`config.mk`:
```
export PLATFORM = sky130hd
export DESIGN_NAME = maxpool_cu
export DESIGN_NICKNAME = d
export VERILOG_FILES = /design/src/rtl/maxpool_cu_pkg.sv /design/src/rtl/maxpool_cu_window_reduce.sv /design/src/rtl/maxpool_cu.sv
export SDC_FILE = /design/constraint.sdc
export NUM_CORES = 1
export LEC_CHECK = 0
export CORE_UTILIZATION = 35
export CTS_CLUSTER_DIAMETER = 80
export DETAILED_ROUTE_END_ITERATION = 12
export GPL_ROUTABILITY_DRIVEN = 0
export PLACE_DENSITY = 0.63
export SLEW_MARGIN = 5
export SYNTH_ARGS = -nofsm -noshare
export SYNTH_HDL_FRONTEND = slang
export SYNTH_HIERARCHICAL = 1
export SYNTH_SLANG_ARGS = --single-unit
```
`constraint.sdc`:
```
create_clock -name clk -period 6.1 [get_ports clk]
set_clock_uncertainty 0.05 [all_clocks]
set_input_delay 1.83 -clock clk [delete_from_list [all_inputs] [get_ports clk]]
set_output_delay 1.83 -clock clk [all_outputs]
set_load 0.005 [all_outputs]
```
`src/rtl/maxpool_cu_pkg.sv`:
```
// maxpool_pkg: FSM and window-phase encodings plus width helpers shared by maxpool_cu
// and pool_window_reduce.
package maxpool_pkg;

   typedef enum logic [1:0] {
      IDLE      = 2'b00,
      READ      = 2'b01,
      DRAIN     = 2'b10,
      WAIT_NEXT = 2'b11
   } state_t;

   // Phase bit 1 selects the window row (dr), bit 0 selects the window column (dc).
   localparam logic [1:0] PHASE_00 = 2'd0;
   localparam logic [1:0] PHASE_01 = 2'd1;
   localparam logic [1:0] PHASE_10 = 2'd2;
   localparam logic [1:0] PHASE_11 = 2'd3;

   function automatic int addr_width(input int side, input int depth);
      return (side * side * depth > 1) ? $clog2(side * side * depth) : 1;
   endfunction

   function automatic int cnt_width(input int n);
      return (n > 1) ? $clog2(n) : 1;
   endfunction

endpackage

```
`src/rtl/maxpool_cu_window_reduce.sv`:
```
// pool_window_reduce: folds the four samples of a 2x2 window into one registered result.
// Max pooling by default; define AVG_POOL_EN for floor-average pooling.
module pool_window_reduce
   import maxpool_pkg::*;
#(
   parameter int DATA_WIDTH = 32
) (
   input  logic                  clk,
   input  logic                  reset,
   input  logic [DATA_WIDTH-1:0] data,
   input  logic                  valid,
   input  logic                  first,
   input  logic                  last,
   output logic [DATA_WIDTH-1:0] result,
   output logic                  result_valid
);

`ifdef AVG_POOL_EN
   // Two guard bits hold the sum of four samples without overflow.
   logic signed [DATA_WIDTH+1:0] acc;
   logic signed [DATA_WIDTH+1:0] sample;
   logic signed [DATA_WIDTH+1:0] next_acc;
   logic        [DATA_WIDTH-1:0] result_next;

   always_comb begin
      sample      = {{2{data[DATA_WIDTH-1]}}, data};
      next_acc    = first ? sample : acc + sample;
      // Dropping the two low bits of a signed sum is floor division by 4.
      result_next = next_acc[DATA_WIDTH+1:2];
   end
`else
   logic signed [DATA_WIDTH-1:0] acc;
   logic signed [DATA_WIDTH-1:0] sample;
   logic signed [DATA_WIDTH-1:0] next_acc;
   logic        [DATA_WIDTH-1:0] result_next;

   always_comb begin
      sample = $signed(data);
      if (first) begin
         next_acc = sample;
      end else begin
         next_acc = (sample > acc) ? sample : acc;
      end
      result_next = next_acc;
   end
`endif

   always_ff @(posedge clk or negedge reset) begin
      if (!reset) begin
         acc          <= '0;
         result       <= '0;
         result_valid <= 1'b0;
      end else begin
         if (valid) begin
            acc <= next_acc;
         end
         if (valid && last) begin
            result <= result_next;
         end
         result_valid <= valid && last;
      end
   end

endmodule

```
`src/rtl/maxpool_cu.sv`:
```
// maxpool_cu: 2x2 stride-2 pooling control unit between conv and next stage.
// Max pooling by default; AVG_POOL_EN selects average pooling in pool_window_reduce.
module maxpool_cu
   import maxpool_pkg::*;
#(
   parameter int DATA_WIDTH            = 32,
   parameter int IFM_SIZE              = 28,
   parameter int IFM_DEPTH             = 6,
   parameter int IFM_SIZE_NEXT         = IFM_SIZE / 2,
   parameter int ADDRESS_SIZE_IFM      = addr_width(IFM_SIZE, IFM_DEPTH),
   parameter int ADDRESS_SIZE_NEXT_IFM = addr_width(IFM_SIZE_NEXT, IFM_DEPTH)
) (
   input  logic                             clk,
   input  logic                             reset,
   input  logic                             start_from_previous,
   output logic                             end_to_previous,
   output logic                             ifm_enable_read,
   output logic [ADDRESS_SIZE_IFM-1:0]      ifm_address_read,
   input  logic [DATA_WIDTH-1:0]            ifm_data_in,
   output logic                             ifm_enable_write_next,
   output logic [ADDRESS_SIZE_NEXT_IFM-1:0] ifm_address_write_next,
   output logic [DATA_WIDTH-1:0]            ifm_data_out,
   input  logic                             end_from_next,
   output logic                             start_to_next
);

   localparam int CH_W = cnt_width(IFM_DEPTH);
   localparam int RC_W = cnt_width(IFM_SIZE_NEXT);
   localparam logic [CH_W-1:0] CH_MAX = CH_W'(IFM_DEPTH - 1);
   localparam logic [RC_W-1:0] RC_MAX = RC_W'(IFM_SIZE_NEXT - 1);

   state_t state;

   logic [CH_W-1:0] ch, nxt_ch;
   logic [RC_W-1:0] row, nxt_row;
   logic [RC_W-1:0] col, nxt_col;
   logic [1:0]      phase, nxt_phase;
   logic            last_read;
   logic            drain_cnt;

   logic [ADDRESS_SIZE_IFM-1:0]      rd_addr_next;
   logic [ADDRESS_SIZE_NEXT_IFM-1:0] wr_addr;

   logic                             rd_valid_d1;
   logic                             first_d1;
   logic                             last_d1;
   logic [ADDRESS_SIZE_NEXT_IFM-1:0] waddr_d1;

   always_comb begin
      nxt_phase = phase + 2'd1;
      nxt_col   = col;
      nxt_row   = row;
      nxt_ch    = ch;
      if (phase == PHASE_11) begin
         if (col == RC_MAX) begin
            nxt_col = '0;
            if (row == RC_MAX) begin
               nxt_row = '0;
               nxt_ch  = (ch == CH_MAX) ? '0 : ch + 1'b1;
            end else begin
               nxt_row = row + 1'b1;
            end
         end else begin
            nxt_col = col + 1'b1;
         end
      end

      last_read = (phase == PHASE_11) && (col == RC_MAX) && (row == RC_MAX) && (ch == CH_MAX);

      rd_addr_next = ADDRESS_SIZE_IFM'(int'(nxt_ch) * IFM_SIZE * IFM_SIZE
                     + (2 * int'(nxt_row) + int'(nxt_phase[1])) * IFM_SIZE
                     + 2 * int'(nxt_col) + int'(nxt_phase[0]));

      wr_addr = ADDRESS_SIZE_NEXT_IFM'(int'(ch) * IFM_SIZE_NEXT * IFM_SIZE_NEXT
                + int'(row) * IFM_SIZE_NEXT + int'(col));
   end

   assign end_to_previous = (state == IDLE);
   assign start_to_next   = (state == WAIT_NEXT) && end_from_next;

   always_ff @(posedge clk or negedge reset) begin
      if (!reset) begin
         state                  <= IDLE;
         ch                     <= '0;
         row                    <= '0;
         col                    <= '0;
         phase                  <= '0;
         drain_cnt              <= 1'b0;
         ifm_enable_read        <= 1'b0;
         ifm_address_read       <= '0;
         rd_valid_d1            <= 1'b0;
         first_d1               <= 1'b0;
         last_d1                <= 1'b0;
         waddr_d1               <= '0;
         ifm_address_write_next <= '0;
      end else begin
         // Window tags travel alongside the RAM latency; the write address reaches the port
         // on the same edge that the reducer registers the window result.
         rd_valid_d1 <= ifm_enable_read;
         first_d1    <= (phase == PHASE_00);
         last_d1     <= (phase == PHASE_11);
         waddr_d1    <= wr_addr;
         if (rd_valid_d1 && last_d1) begin
            ifm_address_write_next <= waddr_d1;
         end

         case (state)
            IDLE: begin
               if (start_from_previous) begin
                  state            <= READ;
                  ifm_enable_read  <= 1'b1;
                  ifm_address_read <= '0;
               end
            end
            READ: begin
               ch               <= nxt_ch;
               row              <= nxt_row;
               col              <= nxt_col;
               phase            <= nxt_phase;
               ifm_address_read <= rd_addr_next;
               if (last_read) begin
                  ifm_enable_read <= 1'b0;
                  state           <= DRAIN;
               end
            end
            DRAIN: begin
               if (drain_cnt) begin
                  drain_cnt <= 1'b0;
                  state     <= WAIT_NEXT;
               end else begin
                  drain_cnt <= 1'b1;
               end
            end
            WAIT_NEXT: begin
               if (end_from_next) begin
                  state <= IDLE;
               end
            end
            default: state <= IDLE;
         endcase
      end
   end

   pool_window_reduce #(
      .DATA_WIDTH (DATA_WIDTH)
   ) u_reduce (
      .clk          (clk),
      .reset        (reset),
      .data         (ifm_data_in),
      .valid        (rd_valid_d1),
      .first        (first_d1),
      .last         (last_d1),
      .result       (ifm_data_out),
      .result_valid (ifm_enable_write_next)
   );

endmodule

```
==> impl_metrics.yaml <==
detailed_routing:
  wl_per_cell_um: 15.7
  drc: 0
  ant_nets: 0
  drt-total-wl_um: 19000
  routed_via_density: 5.08
  drt-pass1-iter-count: 4
  drtIter0Drc: 283
  vias: 6170
critical_path:
  cp.arrival_ns: 5.72
  worstPathRequired_ns: 6.34
  worstPathMaxFanout: 9
  critPathCaptureType: "flip-flop"
  start_kind: "flip-flop"
  critical_path_class: "flip-flop to flip-flop"
synth:
  synthFlopType: "dfrtp_1"
  synthArstFlopShare_pct: 100
  synth_common_cells: "dfrtp_1, ha_1, inv_1"
  synth_edf_count: 0
  syn_inst: 788
  yosysSeqAreaShare_pct: 35.8
  syn_area_mm2: 0.00840
  synth_area_per_cell_um2: 10.7
  ys_ff_latch: 120
  synth_most_common_cell: "dfrtp_1"
  synth_cell_types: 60
  synth_fp_nets: 954
  synthTopCellsByArea: "dfrtp_1, ha_1, mux2_4, fa_1, inv_1"
  yosysTopAreaCell: "dfrtp_1"
  synth_top_area_share_pct: 35.8
  yosysWarnings: 6
cts:
  path_clk_slew_ns: 0.06
  htreeDepth: 4
  clock_latency_ns: 0.42
  cts.sinks: 120
  post_cts_buffers: 0
  clock_path_buffers: 2
  clockRootBuffer: "clkbuf_16"
  cts_buffers: 17
  cts_hold_buffers: 0
  cts_tree: "done"
  cts_resized: 0
outcome:
  status: "finished clean"
sta:
  timing.final.crit_period_ns: 5.48
  setup_viol: 0
  tightest_slew_ns: 1.21
  rsz0062_at_grt: "false"
  finalHoldViolations: 0
  max_freq_ghz: 0.183
  slew-limit-headroom_pct: 19.3
  fin_crit_sh_pct: 89.8
  slew_violations: 0
  setup-tns-final_ns: 0
power_and_ir_drop:
  vdd.ir_drop.worst_mv: 0.161
  power_density_mw_per_mm2: 187
  p_leak_nw: 5.09
worst_hold_path:
  hp-class: "flip-flop to flip-flop"
floorplan:
  die_area_mm2: 0.0246
  die_h_um: 157
  core_mm2: 0.0235
  die_width_um: 157
  start_util_pct: 35.8
  placementRows: 56
  io_pins: 96
run:
  maxCapViolCount: 0
final_layout:
  num_antenna_cells: 0
  area.growth.synth_to_final_pct: 22.7
  fin_nets: 1049
  final_util_pct: 43.9
  drive_gt1_share_pct: 12.3
global_routing:
  grt_max_degree: 66
  track_usage_pct: 16.5
  overflow: 0
  grt_pass1_vias: 6467
  antenna_found_initial: 0
  grt_pass1_wl_um: 31800
placement:
  numPortBuffers: 95
  dp_hpwl_um: 13600
-- where the power goes --
part / leakage (nW) / total, mW / switching (mW) / internal, mW
clock network: 0.279 / 1.00 / 0.388 / 0.613
logic: 3.26 / 0.110 / 0.0526 / 0.0576
registers: 1.55 / 0.813 / 0.00640 / 0.807
total: 5.09 / 1.92 / 0.447 / 1.48
-- worst max-delay path: stages (launching register included) --
cell and delay (ns):
dfrtp_1 0.55, ha_1 0.26, nand2_1 0.14, o41a_1 0.39, a31o_1 0.29, fa_1 0.49
ha_1 0.22, fa_1 0.50, ha_1 0.33, ha_1 0.33, a21o_1 0.18, a21oi_1 0.16
xnor2_1 0.14, ha_1 0.25, ha_1 0.36, a21oi_1 0.11, nor2b_1 0.11, nor2_1 0.04
a21boi_0 0.21, xnor2_1 0.14, o21ai_0 0.09
-- sequential cells by signal, indices dropped and copies added (netlist names) --
signal,cells
ch,3
col,4
drain_cnt,1
first_d1,1
ifm_address_read,13
ifm_address_write_next,11
ifm_enable_read,1
last_d1,1
phase,2
rd_valid_d1,1
row,4
state,2
u_reduce/acc,32
u_reduce/result,32
u_reduce/result_valid,1
waddr_d1,11
-- path summary, 6_finish.rpt --
kind	startpoint	end	slack [ns]	cells after the start
max	row[2]$_DFFE_PN0P_	ifm_address_read[12]$_DFFE_PN0P_	0.62	20
min	drain_cnt$_DFFE_PN0P_	drain_cnt$_DFFE_PN0P_	0.42	1
max reg2reg	row[2]$_DFFE_PN0P_	ifm_address_read[12]$_DFFE_PN0P_	0.62	20
min reg2reg	drain_cnt$_DFFE_PN0P_	drain_cnt$_DFFE_PN0P_	0.42	1
max in group asynchronous	reset	ifm_address_write_next[1]$_DFFE_PN0P_	3.62	2
min in group asynchronous	reset	u_reduce/result[30]$_DFFE_PN0P_	1.41	1
-- cell usage in the layout (no fill, tap or decap), types with 3 or more instances in the layout --
cell type,instances
nor2b_1,7
inv_1,85
a21oi_1,35
a21boi_0,3
nand3_1,8
clkdlybuf4s50_1,94
o21ai_0,36
mux2_2,17
and2_1,3
nand4_1,38
xnor2_1,20
nand2b_1,6
buf_4,15
o31ai_1,32
nand2_1,38
a2bb2oi_1,31
ha_1,108
xor2_1,20
clkinvlp_4,4
clkinv_2,3
mux2_4,30
nor2_1,25
mux2i_1,5
fa_1,22
clkinv_4,3
o2111ai_1,3
a21o_1,16
dfrtp_1,120
clkbuf_16,17
-- per-stage QoR --
| step | cells | power [mW] | setup slack (ns) | cell area [µm²] | hold slack, ns |
|---|---|---|---|---|---|
| after floorplan | 788 | 0.859 | 0.638 | 8400 | 0.365 |
| after global routing | 1215 | 2.00 | 0.274 | 10300 | 0.451 |
| after global placement | 1183 | 0.939 | 0.700 | 9710 | 0.400 |
| final | 1215 | 1.92 | 0.622 | 10300 | 0.422 |
| after CTS | 1215 | 1.95 | 0.604 | 10300 | 0.421 |
| after detailed placement | 1183 | 0.940 | 0.604 | 9710 | 0.406 |
-- area by class of cell --
cell class	count	area, µm²
Clock inverter	14	149
Tap cell	319	399
Inverter	85	319
Timing Repair Buffer	109	1050
Sequential cell	120	3000
Multi-Input combinational cell	550	4940
Fill cell	2213	13200
Clock buffer	18	439
-- logic make-up after synthesis --
| kind of cell | after synthesis | synth area share (%) |
|---|---|---|
| compound gates | 183 | 15.2 |
| simple gates | 143 | 9.21 |
| fa+ha+maj | 130 | 21.3 |
| flops | 120 | 35.8 |
| buf+inv | 118 | 5.59 |
| mux | 54 | 8.67 |
| xor+xnor | 40 | 4.17 |
-- per-layer routing --
layer | routed length (µm) | GRT usage [%] | part of all wire [%]
met3 | 925 | 4.21 | 4.9
met2 | 9250 | 28.1 | 49
met1 | 8490 | 20.2 | 45
met5 | 0 | 0 | 0
met4 | 347 | 5.51 | 1.8
(Power assumes the default switching activity.)
